[config.mk]
export PLATFORM = sky130hd
export DESIGN_NAME = timer_input_conditioner
export DESIGN_NICKNAME = d
export VERILOG_FILES = /design/src/rtl/timer_pkg.sv /design/src/rtl/button_debouncer.sv /design/src/rtl/timer_input_conditioner.sv
export SDC_FILE = /design/constraint.sdc
export NUM_CORES = 1
export LEC_CHECK = 0
export ABC_AREA = 1
export BUFFER_PORTS_ARGS = -buffer_cell sky130_fd_sc_hd__buf_2
export CELL_PAD_IN_SITES_DETAIL_PLACEMENT = 1
export CELL_PAD_IN_SITES_GLOBAL_PLACEMENT = 1
export CORE_MARGIN = 5
export CORE_UTILIZATION = 45
export CTS_CLUSTER_SIZE = 12
export DETAILED_ROUTE_END_ITERATION = 6
export GPL_TIMING_DRIVEN = 0
export PLACE_DENSITY_LB_ADDON = 0.1
export SYNTH_ARGS = -nofsm -noshare
export SYNTH_HDL_FRONTEND = slang
export SYNTH_HIERARCHICAL = 1
export SYNTH_SLANG_ARGS = --single-unit
[constraint.sdc]
create_clock -name clockSignal -period 2.1 [get_ports clockSignal]
set_input_delay 0.63 -clock clockSignal [delete_from_list [all_inputs] [get_ports clockSignal]]
set_output_delay 0.63 -clock clockSignal [all_outputs]
set_load 0.03 [all_outputs]
[src/rtl/timer_pkg.sv]
// Shared types and elaboration-time helpers for the Timer input front end.
package timer_pkg;

  typedef enum logic [2:0] {ARM, IDLE, WAITH, HELD, WAITL} btn_state_e;

  typedef struct packed {
    logic press;
    logic held;
  } btn_evt_t;

  function automatic int ms_to_cycles(input int clk_hz, input int ms);
    return (clk_hz / 1000) * ms;
  endfunction

  function automatic int clog2(input int v);
    int r;
    r = 0;
    while ((1 << r) < v) r++;
    return r;
  endfunction

  function automatic int max2(input int a, input int b);
    return (a > b) ? a : b;
  endfunction

endpackage

[src/rtl/button_debouncer.sv]
// One push-button: synchronizer, debounce FSM and a single-cycle press pulse.
module button_debouncer
  import timer_pkg::*;
#(
  parameter int DEB_CYCLES  = 20,
  parameter int SYNC_STAGES = 2,
  parameter int CNT_W       = 6
) (
  input  logic     clockSignal,
  input  logic     resetN,
  input  logic     raw,
  output btn_evt_t evt
);

  localparam logic [CNT_W-1:0] CNT_LAST = CNT_W'(DEB_CYCLES - 1);

  logic [SYNC_STAGES-1:0] sync;
  logic                   s;
  btn_state_e             state;
  logic [CNT_W-1:0]       cnt;
  logic                   pulse;

  always_ff @(posedge clockSignal or negedge resetN)
    if (!resetN) sync <= '0;
    else         sync <= {sync[SYNC_STAGES-2:0], raw};

  assign s = sync[SYNC_STAGES-1];

  // ARM behaves like a held button: a press held across reset must be released first.
  always_ff @(posedge clockSignal or negedge resetN)
    if (!resetN) begin
      state <= ARM;
      cnt   <= '0;
      pulse <= 1'b0;
    end else begin
      pulse <= 1'b0;
      case (state)
        ARM:
          if (s)                    cnt <= '0;
          else if (cnt == CNT_LAST) begin state <= IDLE; cnt <= '0; end
          else                      cnt <= cnt + 1'b1;
        IDLE:
          if (s) begin state <= WAITH; cnt <= CNT_W'(1); end
        WAITH:
          if (!s)                   begin state <= IDLE; cnt <= '0; end
          else if (cnt == CNT_LAST) begin state <= HELD; cnt <= '0; pulse <= 1'b1; end
          else                      cnt <= cnt + 1'b1;
        HELD:
          if (!s) begin state <= WAITL; cnt <= CNT_W'(1); end
        WAITL:
          if (s)                    begin state <= HELD; cnt <= '0; end
          else if (cnt == CNT_LAST) begin state <= IDLE; cnt <= '0; end
          else                      cnt <= cnt + 1'b1;
        default: begin
          state <= ARM;
          cnt   <= '0;
        end
      endcase
    end

  assign evt = '{press: pulse, held: (state == HELD)};

endmodule

[src/rtl/timer_input_conditioner.sv]
// Timer front end: three debounced buttons plus the base-rate tick divider.
// SPLIT_LONG_PRESS_EN adds a long-press pulse on splitOrReset.
module timer_input_conditioner
  import timer_pkg::*;
#(
  parameter int CLK_HZ        = 100_000_000,
  parameter int TICK_HZ       = 100,
  parameter int DEBOUNCE_MS   = 20,
  parameter int LONG_PRESS_MS = 1000,
  parameter int SYNC_STAGES   = 2
) (
  input  logic clockSignal,
  input  logic resetN,
  input  logic modeInputRaw,
  input  logic startOrStopRaw,
  input  logic splitOrResetRaw,
  output logic modeInputPulse,
  output logic startOrStopPulse,
  output logic splitOrResetPulse,
  output logic splitOrResetLong,
  output logic tick100Hz
);

  localparam int NUM_BTN     = 3;
  localparam int TICK_DIV    = CLK_HZ / TICK_HZ;
  localparam int DEB_CYCLES  = ms_to_cycles(CLK_HZ, DEBOUNCE_MS);
  localparam int LONG_CYCLES = ms_to_cycles(CLK_HZ, LONG_PRESS_MS);
  localparam int CNT_W       = clog2(max2(DEB_CYCLES, LONG_CYCLES)) + 1;
  localparam int TICK_W      = max2(clog2(TICK_DIV), 1);

  logic     [NUM_BTN-1:0] raw;
  btn_evt_t [NUM_BTN-1:0] evt;
  logic                   unused_held;

  assign raw = {splitOrResetRaw, startOrStopRaw, modeInputRaw};

  for (genvar i = 0; i < NUM_BTN; i++) begin : g_btn
    button_debouncer #(
      .DEB_CYCLES (DEB_CYCLES),
      .SYNC_STAGES(SYNC_STAGES),
      .CNT_W      (CNT_W)
    ) u_deb (
      .clockSignal(clockSignal),
      .resetN     (resetN),
      .raw        (raw[i]),
      .evt        (evt[i])
    );
  end

  assign modeInputPulse    = evt[0].press;
  assign startOrStopPulse  = evt[1].press;
  assign splitOrResetPulse = evt[2].press;

  // Registered tick: decode one count early so the pulse lands on TICK_DIV-1.
  logic [TICK_W-1:0] tick_cnt;

  always_ff @(posedge clockSignal or negedge resetN)
    if (!resetN) begin
      tick_cnt  <= '0;
      tick100Hz <= 1'b0;
    end else begin
      tick100Hz <= (tick_cnt == TICK_W'(TICK_DIV - 2));
      if (tick_cnt == TICK_W'(TICK_DIV - 1)) tick_cnt <= '0;
      else                                   tick_cnt <= tick_cnt + 1'b1;
    end

`ifdef SPLIT_LONG_PRESS_EN
  localparam logic [CNT_W-1:0] LONG_LAST = CNT_W'(LONG_CYCLES - 1);

  logic [CNT_W-1:0] hold_cnt;

  assign unused_held = ^{evt[0].held, evt[1].held};

  // hold_cnt==0 means idle; it restarts only from a press pulse, so a bounce back to HELD stays quiet.
  always_ff @(posedge clockSignal or negedge resetN)
    if (!resetN) begin
      hold_cnt         <= '0;
      splitOrResetLong <= 1'b0;
    end else begin
      splitOrResetLong <= 1'b0;
      if (!evt[2].held)               hold_cnt <= '0;
      else if (evt[2].press)          hold_cnt <= CNT_W'(1);
      else if (hold_cnt == LONG_LAST) begin
        hold_cnt         <= '0;
        splitOrResetLong <= 1'b1;
      end
      else if (hold_cnt != '0)        hold_cnt <= hold_cnt + 1'b1;
    end
`else
  assign unused_held      = ^{evt[0].held, evt[1].held, evt[2].held};
  assign splitOrResetLong = 1'b0;
`endif

endmodule
After elaboration in Yosys (flattened, before gate mapping)
Cells that the tools add are included.
- bitwise gates (word level): 0
- shift operators: 0
- reductions and logical operators: 12
- add/sub/neg operators: 4
- divide/modulo/power cells: 0
- eq/ne operators: 29
- multiplexer cells: 52
- order comparisons: 0
- multipliers: 0
- operators by type and width (operator ; number):
    $mux W28 ; 15
    $pmux W28 S4 ; 3
    $add A28 B1 Y28 const B ; 3
    $eq A28 B21 Y1 const B ; 3
    $mux W3 ; 21
    $pmux W3 S5 ; 3
    $eq A20 B20 Y1 const B ; 2
    $add A20 B1 Y20 const B ; 1
    $mux W20 ; 1
    $eq A3 B2 Y1 const B ; 6
    $ne A2 B2 Y1 const B ; 6
    $reduce_and A4 Y1 ; 3
    $eq A3 B1 Y1 const B ; 3
    $eq A3 B3 Y1 const B ; 3
    $logic_not A3 Y1 ; 3
    $mux W1 ; 9
    $ne A3 B3 Y1 const B ; 3
    $ne A2 B1 Y1 const B ; 3
    $reduce_and A2 Y1 ; 3
    $reduce_or A2 Y1 ; 3
- ROM bits: 0
- output and inout bits: 5
- flip-flop bits (word level): 123
- memories: 0
- logic and storage cells: 111
- RAM bits: 0
- latch bits: 0

Longest topological paths before layout
- depth in word-level cells: 4
- gate-level depth with buffers: 12
- depth with buffers taken out: 12

Cells and area by module
Netlist, hierarchy kept.
- modules (own cells, without submodules) (module ; sequential area each (um^2) ; instances ; area each (um^2) ; cells each):
    button_debouncer ; 850.8 ; 3 ; 2308.5 ; 338
    timer_input_conditioner ; 525.5 ; 1 ; 1217.4 ; 153

Least setup slack after synthesis
OpenSTA, ideal clock, no wires.
- path type: reg-to-reg
- from: register g_btn[0].u_deb.cnt[0]
- to: register g_btn[0].u_deb.cnt[27]
- path buffers: 1
- slack: 0.561 ns
- required time: 1.979 ns
- stages on the path, launching flop included: 12
- data arrival time: 1.418 ns
- library setup time: 0.121 ns
- path through: dfrtp_1 ha_1 nand2_2 nor2_4 nand2_4 nor2_4 nand3_4 nand2_2 inv_2 buf_6 nand3_2 o21ai_1
- cells in the longest elaborated chain, start to end: 4
- ends and longest elaborated chain (item ; line ; source):
    start: declaration ; button_debouncer.sv:20 ; logic [CNT_W-1:0] cnt;
    start signal: assignment ; button_debouncer.sv:41 ; else cnt <= cnt + 1'b1;
    start signal: assignment ; button_debouncer.sv:47 ; else cnt <= cnt + 1'b1;
    start signal: assignment ; button_debouncer.sv:53 ; else cnt <= cnt + 1'b1;
    $add A28 B1 Y28 or $eq A28 B21 Y1 (tied branches) ; n/a ;
    $mux W28 (*) ; button_debouncer.sv:40, button_debouncer.sv:46, button_debouncer.sv:52 ;
    $mux W28 (on tied branches) ; button_debouncer.sv:51, button_debouncer.sv:45 ;
    $pmux W28 S4 (*) ; button_debouncer.sv:37 ; case (state)
Every way passes the cells marked *; elsewhere a longest branch is shown, timed or not.
A chain may end at the register's enable or synchronous reset.

Final worst setup path
- from: register g_btn[0].u_deb.cnt[0]
- to: register g_btn[0].u_deb.cnt[26]
Same word-level chain as after synthesis.

==> metrics.yaml <==
setup_path:
  endpoint_kind: "flop"
  worstPathArrival_ns: 2.16
  startpoint_type: "flop"
  cp_data_required_time_ns: 2.39
  cp_max_fo: 5
  worst-setup-path-type: "flop to flop"
logic_synthesis:
  synth_warnings: 6
  yosys.area_share.xor_xnor_pct: 1.18
  synth_cells: 1167
  synth_fa_ha_area_share_pct: 0.768
  yosys.area_share.simple_pct: 44.5
  synth_compound_area_share_pct: 5.95
  synth.ff_latch_count: 123
  netlist_area_um2: 8140
  synth_top_family_by_area: "simple AND/OR/NAND/NOR gates"
  syn-num-nets: 1177
  seq_area_frac_synth_pct: 37.8
  yosysUniqueCellTypes: 31
  syn_avg_cell_area_um2: 6.98
  synthMuxAreaShare_pct: 0
final_layout:
  antenna_cells: 0
  post-route-cell-area_um2: 9130
  fin_util_pct: 51.0
  syn_to_final_growth_pct: 12.1
  nets: 1205
  fillers: 2341
  final_layout_size_suffix_gt1_share_pct: 15.6
clock_tree:
  numCtsBuffers: 17
  clock_latency_ns: 0.42
  htreeDepth: 4
  cts_buffer_depth: 2
  cts_tree: "built"
  cts_setup_buffers: 0
  cts_num_sinks: 123
  clkTransAtPathRegs_ns: 0.06
  cts-resized-gates: 0
  hold_buffers: 0
  cts-root-buf: "clkbuf_16"
die:
  fp.dieArea_um2: 20900
  die_w_um: 145
  initial_utilization_pct: 45.5
  rows: 49
  ios: 10
  coreArea_um2: 17900
  die_y_um: 145
route:
  avgViaCountPerCell: 5.28
  drc: 0
  drt.antenna.violating_nets: 0
  first_pass_iters: 5
  wirelength_um: 22800
  wire_per_inst_um: 15.9
  num_vias: 7588
  drtIter0Drc: 326
sta:
  period_minus_slack_ns: 1.87
  whs_ns: 0.182
  fmax_ghz: 0.534
  finClkSkew_ns: 0.00843
  maxSlewViolCount: 0
  finalHoldViolCount: 0
  period_share_pct: 89.2
  slew_headroom_pct: 59.5
  worst_pin_slew_ns: 0.608
  rsz0062_at_grt: "no"
  setup_viol: 0
global_routing:
  antenna_found_initial: 0
  globalRouteOverflowTotal: 0
  grt_pass1_wl_um: 39200
  grt_max_degree: 64
  grt_pass1_vias: 7857
  grt_usage_pct: 23.5
hold_path:
  hold_path_class: "input port to asynchronous set/reset pin"
power_and_ir_drop:
  peakVddDrop_mv: 0.819
  leakage_nw: 4.31
  p_per_area_nw_per_um2: 840
job:
  max-cap-violations: 0
placement:
  port_buffers: 8
  dp_hpwl_um: 16700
  place.gp.congestion: 0.857
  place_area_um2: 8500
status:
  outcome: "finished, final reports clean"
==> power breakdown <==
part / leakage (nW) / total (mW) / internal, mW / switching (mW)
registers: 1.67 / 2.70 / 2.51 / 0.187
clock network: 0.298 / 3.17 / 2.00 / 1.17
logic: 2.34 / 1.81 / 0.562 / 1.25
==> stage by stage <==
| step | instances | setup TNS, ns | total power, mW | setup WS [ns] |
|---|---|---|---|---|
| after floorplan | 1167 | 0 | 3.99 | 0.561 |
| after global placement | 1404 | -170.65 | 4.51 | -1.39 |
| after detailed placement | 1405 | 0 | 4.56 | 0.256 |
| after CTS | 1437 | 0 | 7.78 | 0.243 |
| after global routing | 1437 | 0 | 8.12 | 0.102 |
| final | 1437 | 0 | 7.67 | 0.227 |
==> worst max-delay path, cell delays in order, from the launching register on <==
cell,delay (ns)
dfrtp_1,0.44
ha_1,0.21
nand2_2,0.08
nor2_4,0.16
nand3_1,0.20
nor2_2,0.33
nand3_1,0.13
nand3_1,0.09
o21ai_0,0.10
==> flip-flops by register name (all words and copies together), names as in the netlist <==
register,flops
tick_cnt,20
tick100Hz,1
g_btn.u_deb/pulse,3
g_btn.u_deb/cnt,84
g_btn.u_deb/state,9
g_btn.u_deb/sync,6
==> cells in the mapped netlist (all sizes together) <==
master	instances	share of area (%)
nand2	342	17
nor2	209	12
nor3	28	2.1
o21ai	49	3.4
buf	19	1.9
xor2	9	0.97
conb	1	0.046
o21bai	4	0.37
dfrtp	123	38
or2	3	0.23
nand3	122	9.9
xnor2	2	0.22
a21oi	35	2.2
and3	3	0.23
nand4	34	2.6
ha	5	0.77
inv	170	7.8
nand3b	9	0.83
==> cells in the final DEF, fill, tap and decap left out, types with 19 or more instances in the layout <==
master / netlist / routed
a21oi_1: 35 / 35
dfrtp_1: 123 / 123
inv_1: 147 / 147
inv_2: 23 / 23
nand2_1: 317 / 317
nand2_2: 21 / 21
nand3_1: 87 / 87
nand3_2: 32 / 32
nand4_1: 34 / 34
nor2_1: 176 / 176
nor3_1: 22 / 22
o21ai_0: 21 / 21
o21ai_1: 19 / 19
==> kinds of logic (layout without fill, tap and decap cells) <==
kind of cell	after synthesis	count (layout)
xor+xnor	11	11
compound gates	88	88
fa+ha+maj	5	5
buf+inv	189	230
other cells	1	1
flops	123	123
simple gates	750	750
==> layout make-up <==
cell class	instances	area, um2	area share (%)
buffer	19	158	1.73
multi-input combinational	855	4270	46.8
tap	229	287	3.14
timing repair buffer	9	73.8	0.809
sequential	123	3080	33.7
clock inverter	13	193	2.11
clock buffer	19	433	4.74
inverter	170	638	6.99
==> worst paths after layout <==
check / startpoint / endpoint / slack [ns] / cells past startpoint
worst max-delay path: g_btn[0].u_deb/cnt[0] / g_btn[0].u_deb/cnt[26] / 0.23 / 8
max in group asynchronous: resetN / g_btn[0].u_deb/pulse / 1.18 / 2
worst min register to register: g_btn[0].u_deb/sync[0] / g_btn[0].u_deb/sync[1] / 0.35 / 0
min in group clockSignal: splitOrResetRaw / g_btn[2].u_deb/sync[0] / 0.31 / 1
worst min-delay path: resetN / g_btn[1].u_deb/state[1] / 0.18 / 1
worst max register to register: g_btn[0].u_deb/cnt[0] / g_btn[0].u_deb/cnt[26] / 0.23 / 8
==> metal layers <==
metal  wire, um  part of all wire, %  GRT usage [%]
met5          0                    0              0
met4        216                 0.95           5.06
met3        681                  3.0           4.66
met2      11300                   50           40.6
met1      10600                   46           30.6
No activity file was read; power rests on OpenSTA's default activity.
